$ cat config.mk
export PLATFORM = sky130hd
export DESIGN_NAME = decode_issue_regfile
export DESIGN_NICKNAME = d
export VERILOG_FILES = /design/src/rtl/decode_issue_regfile.sv
export SDC_FILE = /design/constraint.sdc
export NUM_CORES = 1
export LEC_CHECK = 0
export CAP_MARGIN = 20
export CELL_PAD_IN_SITES_DETAIL_PLACEMENT = 2
export CELL_PAD_IN_SITES_GLOBAL_PLACEMENT = 2
export CORE_MARGIN = 2
export CORE_UTILIZATION = 39
export DETAILED_ROUTE_END_ITERATION = 6
export PLACE_DENSITY_LB_ADDON = 0.1
export SETUP_SLACK_MARGIN = 0.3
export SLEW_MARGIN = 20
export SYNTH_ARGS = -nofsm -noshare
export SYNTH_HDL_FRONTEND = slang
export SYNTH_SLANG_ARGS = --single-unit
$ cat constraint.sdc
create_clock -name clk -period 2.7 [get_ports clk]
set_clock_uncertainty 0.1 [all_clocks]
set_input_delay 0.54 -clock clk [delete_from_list [all_inputs] [get_ports clk]]
set_output_delay 0.54 -clock clk [all_outputs]
set_load 0.1 [all_outputs]
$ cat src/rtl/decode_issue_regfile.sv
// Issue stage for the Decode_And_Execute datapath: instruction FIFO, 4x4-bit
// register file, single issue register with result forwarding and writeback.
module decode_issue_regfile #(
  parameter int DEPTH = 4,
  parameter int CNT_W = 8
) (
  input  logic             clk,
  input  logic             rst_n,
  input  logic             in_valid,
  output logic             in_ready,
  input  logic [8:0]       in_instr,
  input  logic             run,
  output logic             ex_valid,
  output logic [2:0]       ex_sel,
  output logic [3:0]       ex_rs,
  output logic [3:0]       ex_rt,
  input  logic [3:0]       ex_rd,
  input  logic [1:0]       dbg_addr,
  output logic [3:0]       dbg_data,
  output logic [CNT_W-1:0] retire_cnt
);

  localparam int PTR_W = $clog2(DEPTH);
  localparam logic [PTR_W:0] FULL_C = DEPTH[PTR_W:0];

  logic [8:0]       fifo_mem_r [DEPTH];
  logic [PTR_W-1:0] wr_ptr_r;
  logic [PTR_W-1:0] rd_ptr_r;
  logic [PTR_W:0]   count_r;
  logic [3:0]       regs_r [4];
  logic [1:0]       dst_issue_r;

  logic       push_s;
  logic       pop_s;
  logic [8:0] head_s;
  logic [3:0] rs_s;
  logic [3:0] rt_s;

  assign in_ready = (count_r != FULL_C);
  assign dbg_data = regs_r[dbg_addr];

  // Handshakes and operand selection; the in-flight result overrides a stale register.
  always_comb begin
    push_s = in_valid && in_ready;
    pop_s  = run && (count_r != '0);
    head_s = fifo_mem_r[rd_ptr_r];
    if (ex_valid && (dst_issue_r == head_s[3:2])) begin
      rs_s = ex_rd;
    end else begin
      rs_s = regs_r[head_s[3:2]];
    end
    if (ex_valid && (dst_issue_r == head_s[1:0])) begin
      rt_s = ex_rd;
    end else begin
      rt_s = regs_r[head_s[1:0]];
    end
  end

  // FIFO storage needs no reset: occupancy is tracked by count_r.
  always_ff @(posedge clk) begin
    if (push_s) begin
      fifo_mem_r[wr_ptr_r] <= in_instr;
    end
  end

  // FIFO pointers and occupancy; pointers wrap naturally since DEPTH is a power of 2.
  always_ff @(posedge clk) begin
    if (!rst_n) begin
      wr_ptr_r <= '0;
      rd_ptr_r <= '0;
      count_r  <= '0;
    end else begin
      if (push_s) begin
        wr_ptr_r <= wr_ptr_r + 1'b1;
      end
      if (pop_s) begin
        rd_ptr_r <= rd_ptr_r + 1'b1;
      end
      case ({push_s, pop_s})
        2'b10:   count_r <= count_r + 1'b1;
        2'b01:   count_r <= count_r - 1'b1;
        default: count_r <= count_r;
      endcase
    end
  end

  // Writeback of the issued instruction, then issue of the FIFO head.
  always_ff @(posedge clk) begin
    if (!rst_n) begin
      for (int i = 0; i < 4; i++) begin
        regs_r[i] <= 4'(i);
      end
      retire_cnt  <= '0;
      ex_valid    <= 1'b0;
      ex_sel      <= 3'd0;
      ex_rs       <= 4'd0;
      ex_rt       <= 4'd0;
      dst_issue_r <= 2'd0;
    end else begin
      if (ex_valid) begin
        regs_r[dst_issue_r] <= ex_rd;
        retire_cnt          <= retire_cnt + CNT_W'(1);
      end
      if (pop_s) begin
        ex_valid    <= 1'b1;
        ex_sel      <= head_s[8:6];
        ex_rs       <= rs_s;
        ex_rt       <= rt_s;
        dst_issue_r <= head_s[5:4];
      end else begin
        ex_valid    <= 1'b0;
      end
    end
  end

endmodule

# == Yosys cells after proc, flatten, opt, wreduce, memory -nomap -nowiden ==
# Memories as Yosys holds them, arrays and structs flattened. A register that Yosys moved wholly into a read port is not among the register bits.
# Cells that the tools add are included.
# W data, S select, Z words.
# classes
bitwise_logic,0
n_addsub,5
n_eq_ne,3
n_shift,0
n_mux,13
n_div,0
reduce_logical,7
n_mul,0
magnitude_cmp,0
# ops
cell,n
$add A8 B1 Y8 const B,1
$mux W1,8
$mux W2,3
$pmux W3 S2,1
$add A2 B1 Y2 const B,2
$mux W4,1
$reduce_or A4 Y1,1
$add A3 B1 Y3 const B,1
$ne A3 B3 Y1 const B,1
$reduce_bool A3 Y1,1
$sub A3 B1 Y3 const B,1
$eq A2 B1 Y1 const B,1
$eq A2 B2 Y1 const B,1
$logic_and A1 B1 Y1,2
$logic_not A1 Y1,2
$reduce_bool A2 Y1,1
# word_totals
out_inout_bits,25
reg_bits,21
ram_bits,52
wordCells,37
mem_bits_ro,0
latchBits,0
mem_count,2
input_bits,19
# mem_list
name,words,word_bits,rd,rd_ports_with_merged_regs,wr,line_no,source
fifo_mem_r,4,9,1,1,1,26,logic [8:0] fifo_mem_r [DEPTH];
regs_r,4,4,3,2,4,30,logic [3:0] regs_r [4];

# == Depth between registers and ports, before layout ==
# depth
ltp_word,5
ltp_mapped,10
depth_no_buf,10

# == Worst setup path after synthesis ==
# OpenSTA, ideal clock, no wires.
# synth_timing
path_kind,register to register
start,register count_r[0]
end,register count_r[2]
setup_slack_ps,-466
n_path_buf,0
setup_time_ps,76
synth_period_minus_slack_ps,3166
arrival_time_ps,2990
path_stages_with_launch,11
t_required_ps,2524
cell_sequence,dfxtp_1 -> inv_1 -> nand3_1 -> and2_1 -> inv_1 -> ha_1 -> inv_1 -> fa_1 -> xor2_1 -> or3_1 -> a21boi_0
# synth_between
elab_chain_len,4
elab_cells_between_ends,10
cone_classes,add/sub: 2; eq/ne: 3; mux: 1; reduce/logical: 4
# synth_rtl
item,line_no,source
from (decl),29,logic [PTR_W:0] count_r;
from (signal assigned),80,2'b10: count_r <= count_r + 1'b1;
from (signal assigned),81,2'b01: count_r <= count_r - 1'b1;
from (signal assigned),82,default: count_r <= count_r;
$ne A3 B3 Y1 *,39,assign in_ready = (count_r != FULL_C);
net in_ready,10,"output logic in_ready,"
$logic_and A1 B1 Y1 *,44,push_s = in_valid && in_ready;
$eq A2 B1 Y1 / $eq A2 B2 Y1 (equally long branches),79,"case ({push_s, pop_s})"
$pmux W3 S2 / $reduce_bool A2 Y1 (equally long branches),--,
# Mark *: on every way through the listed nets, which the timed path passes. The rest lies on a longest branch.
# A chain may end at the register's enable or synchronous reset.

# == Final worst setup path ==
# layout_timing
start,input port dbg_addr[0]
end,output port dbg_data[1]
# layout_between
elab_chain_len,1
# layout_rtl
item,line_no,source
from (decl),18,"input logic [1:0] dbg_addr,"
$mem_v2 Z4 W4,--,
to (decl),19,"output logic [3:0] dbg_data,"
# No other way between the ends.

==> metrics.yaml <==
status:
  status: "finished clean"
timing:
  setup_violations: 0
  maxSlewHeadroom: 0.5853
  setup_tns_ns: 0
  slew_violations: 0
  tightestPinTransition_ns: 0.6156
  rsz0062_at_grt: "yes"
  fmax_ghz: 0.4298
  fin_crit_ns: 2.326
  fin_ws_ns: 0.3735
  final_hold_viol_count: 0
  fin_hold_ws_ns: 0.3908
  post-route-period-util: 0.8617
global_routing:
  grt_max_degree: 25
  antenna_found_initial: 0
  grt_pass1_vias: 2942
  grt_first_pass_wirelength_microns: 16830
  grt_use_total: 0.2022
  grt_overflow: 0
logic_synthesis:
  synth_common_cells: "edfxtp_1 (52), mux2i_1 (33), dfxtp_1 (31), nand2_1 (31), and2_1 (19)"
  syn-cell-area_sq_um: 3994
  synth_enable_flop_cells: 52
  synth_nets: 333
  yosysSeqAreaShare: 0.5464
  syn_inst: 307
  synth.distinct_cells: 42
  yosysWarningCount: 0
  synth_area_leaders: "edfxtp_1 (39%), dfxtp_1 (16%), mux2i_1 (8.3%)"
  synth_ff_type: "edfxtp_1"
  synthArstFlopShare: 0
  synth.most_common_cell: "edfxtp_1"
  synth_top_area_frac: 0.3910
  synth_seq_cells: 83
  syn_avg_cell_area_sq_um: 13.01
  yosys.area.top_type: "edfxtp_1"
clock_network:
  cts_tree: "yes"
  ctsHoldBuffers: 0
  clk_latency_ns: 0.37
  ctsLongestPathBuffers: 2
  clk_pin_slew_ns: 0.10
  htree_levels: 3
  cts_buffers: 9
  root_buffer: "clkbuf_8"
  cts.sink_count: 83
final_layout:
  antenna_cells: 0
  fillers: 969
  drive_gt1_frac: 0.2403
  fin_util: 0.4912
  nNetsFinal: 383
  final_area_sq_um: 4846
  instances_no_fill: 495
  syn2layout_area_growth_pct: 21.33
setup_path:
  worst_setup_path_start_kind: "primary input"
  r2r-start: "count_r[0]"
  reg2reg_setup_slack_ns: 0.44
  worstSetupEndpointType: "output pin"
  rr_worst_depth: 10
  r2r-end: "count_r[2]"
  crit_type: "primary input to output pin"
  crit_required_ns: 2.06
  critical_path_arrival_ns: 1.69
  worstPathMaxFanout: 4
min_path:
  holdPathEnd: "ex_sel[2]"
  hold_start: "ex_sel[2]"
  holdPathStages: 2
  hold_class: "register to register"
floorplanning:
  core_sq_um: 9864
  die_height_microns: 105.2
  fp.dieW_microns: 105.2
  die_area_sq_um: 11070
  start_util: 0.4049
  num_rows: 36
  ios: 44
route:
  wl_microns: 10540
  vias: 2663
  drt-initial-drc-count: 83
  via_per_inst: 5.380
  route.detailed.drc: 0
  antenna_left: 0
  first_pass_iters: 4
  wl_per_cell_microns: 21.30
power:
  p_total_mw: 4.762
  clkPwrFrac: 0.243
  p_int_mw: 2.857
  p_per_area_nw_per_um2: 982.7
  p_sw_frac: 0.4001
  power_frac_seq: 0.360
  ir_worst_vdd_mv: 0.6455
  switchingPower_mw: 1.905
  p_leak_nw: 1.797
  p_comb_frac: 0.397
place:
  dpl_cell_area_sq_um: 4549
  post-place-ws_ns: -0.01294
  dp_hpwl_microns: 7556
  dp.cells: 475
  place_congestion: 0.7368
  port_buffers: 43
run:
  maxCapViolCount: 0
-- layer usage --
| metal | GRT usage | part of all wire | up-vias |
|---|---|---|---|
| met5 | 0 | 0 | - |
| met4 | 0.06000 | 0.0091 | 0 |
| met3 | 0.04429 | 0.029 | 8 |
| met2 | 0.3406 | 0.52 | 42 |
| met1 | 0.2603 | 0.45 | 1373 |
| li1 | - | - | 1240 |
-- area by class of cell --
cell class,count,area (sq um),area share
multi-input cells,202,1704,0.3517
flip-flops and latches,83,2182,0.4503
clock buffers,9,123.9,0.02556
well taps,133,166.4,0.03434
repair buffers,54,515.5,0.1064
inverters,7,26.28,0.005422
clock inverters,7,127.6,0.02634
-- critical path: stages --
cell,delay [ns]
dlygate4sd2_1,0.36
mux4_2,0.59
buf_12,0.19
-- power by group through the flow --
stage / registers (mW) / clock network [mW] / logic (mW)
6_report: 1.71 / 1.16 / 1.89
4_1_cts: 1.72 / 1.19 / 1.85
5_1_grt: 1.74 / 1.24 / 2.01
3_5_place_dp: 1.74 / 0 / 1.83
3_3_place_gp: 1.73 / 0 / 1.79
2_1_floorplan: 2.12 / 0 / 1.02
-- registers in the layout (all words and copies together), names as in the netlist, named ones only --
signal / cells
regs_r: 16
dst_issue_r: 2
rd_ptr_r: 2
count_r: 3
ex_valid: 1
ex_sel: 3
fifo_mem_r: 36
ex_rt: 4
retire_cnt: 8
ex_rs: 4
wr_ptr_r: 2
-- cell families after synthesis --
| kind of cell | count (synthesis) | synth area share |
|---|---|---|
| AO/OA/AOI/OAI | 34 | 0.07362 |
| XOR/XNOR | 12 | 0.03008 |
| adder cells (fa/ha/maj) | 7 | 0.02381 |
| buffers and inverters | 22 | 0.03070 |
| flip-flops | 83 | 0.5464 |
| multiplexers | 48 | 0.1626 |
| AND/OR/NAND/NOR | 101 | 0.1328 |
-- worst max-delay path by stage --
stage | from | endpoint | slack, ns | depth (start not counted)
global route | in_valid | count_r[2] | 0.29 | 9
detailed placement | in_valid | count_r[2] | -0.01 | 9
global placement | in_valid | count_r[2] | 0.09 | 9
CTS | dbg_addr[0] | dbg_data[1] | 0.35 | 3
floorplan | count_r[0] | count_r[2] | 0.30 | 10
finish | dbg_addr[0] | dbg_data[1] | 0.37 | 3
-- layout by cell type (no fill, tap or decap), types with 9 or more instances in the layout --
master / Yosys / layout
edfxtp_1: 52 / 52
mux2i_1: 33 / 33
nand2_1: 31 / 31
dfxtp_1: 31 / 31
buf_4: 0 / 30
and2_1: 19 / 18
clkdlybuf4s50_1: 0 / 17
mux4_2: 13 / 13
and3_1: 10 / 10
nor2_1: 9 / 9
clkbuf_8: 0 / 9
-- what timing repair did --
action	CTS	global route
gates resized for setup	1	2
endpoints found under the setup margin	4	7
hold endpoints to repair	0	0
buffers inserted	0	4
Power figures use the tool's default switching activity.
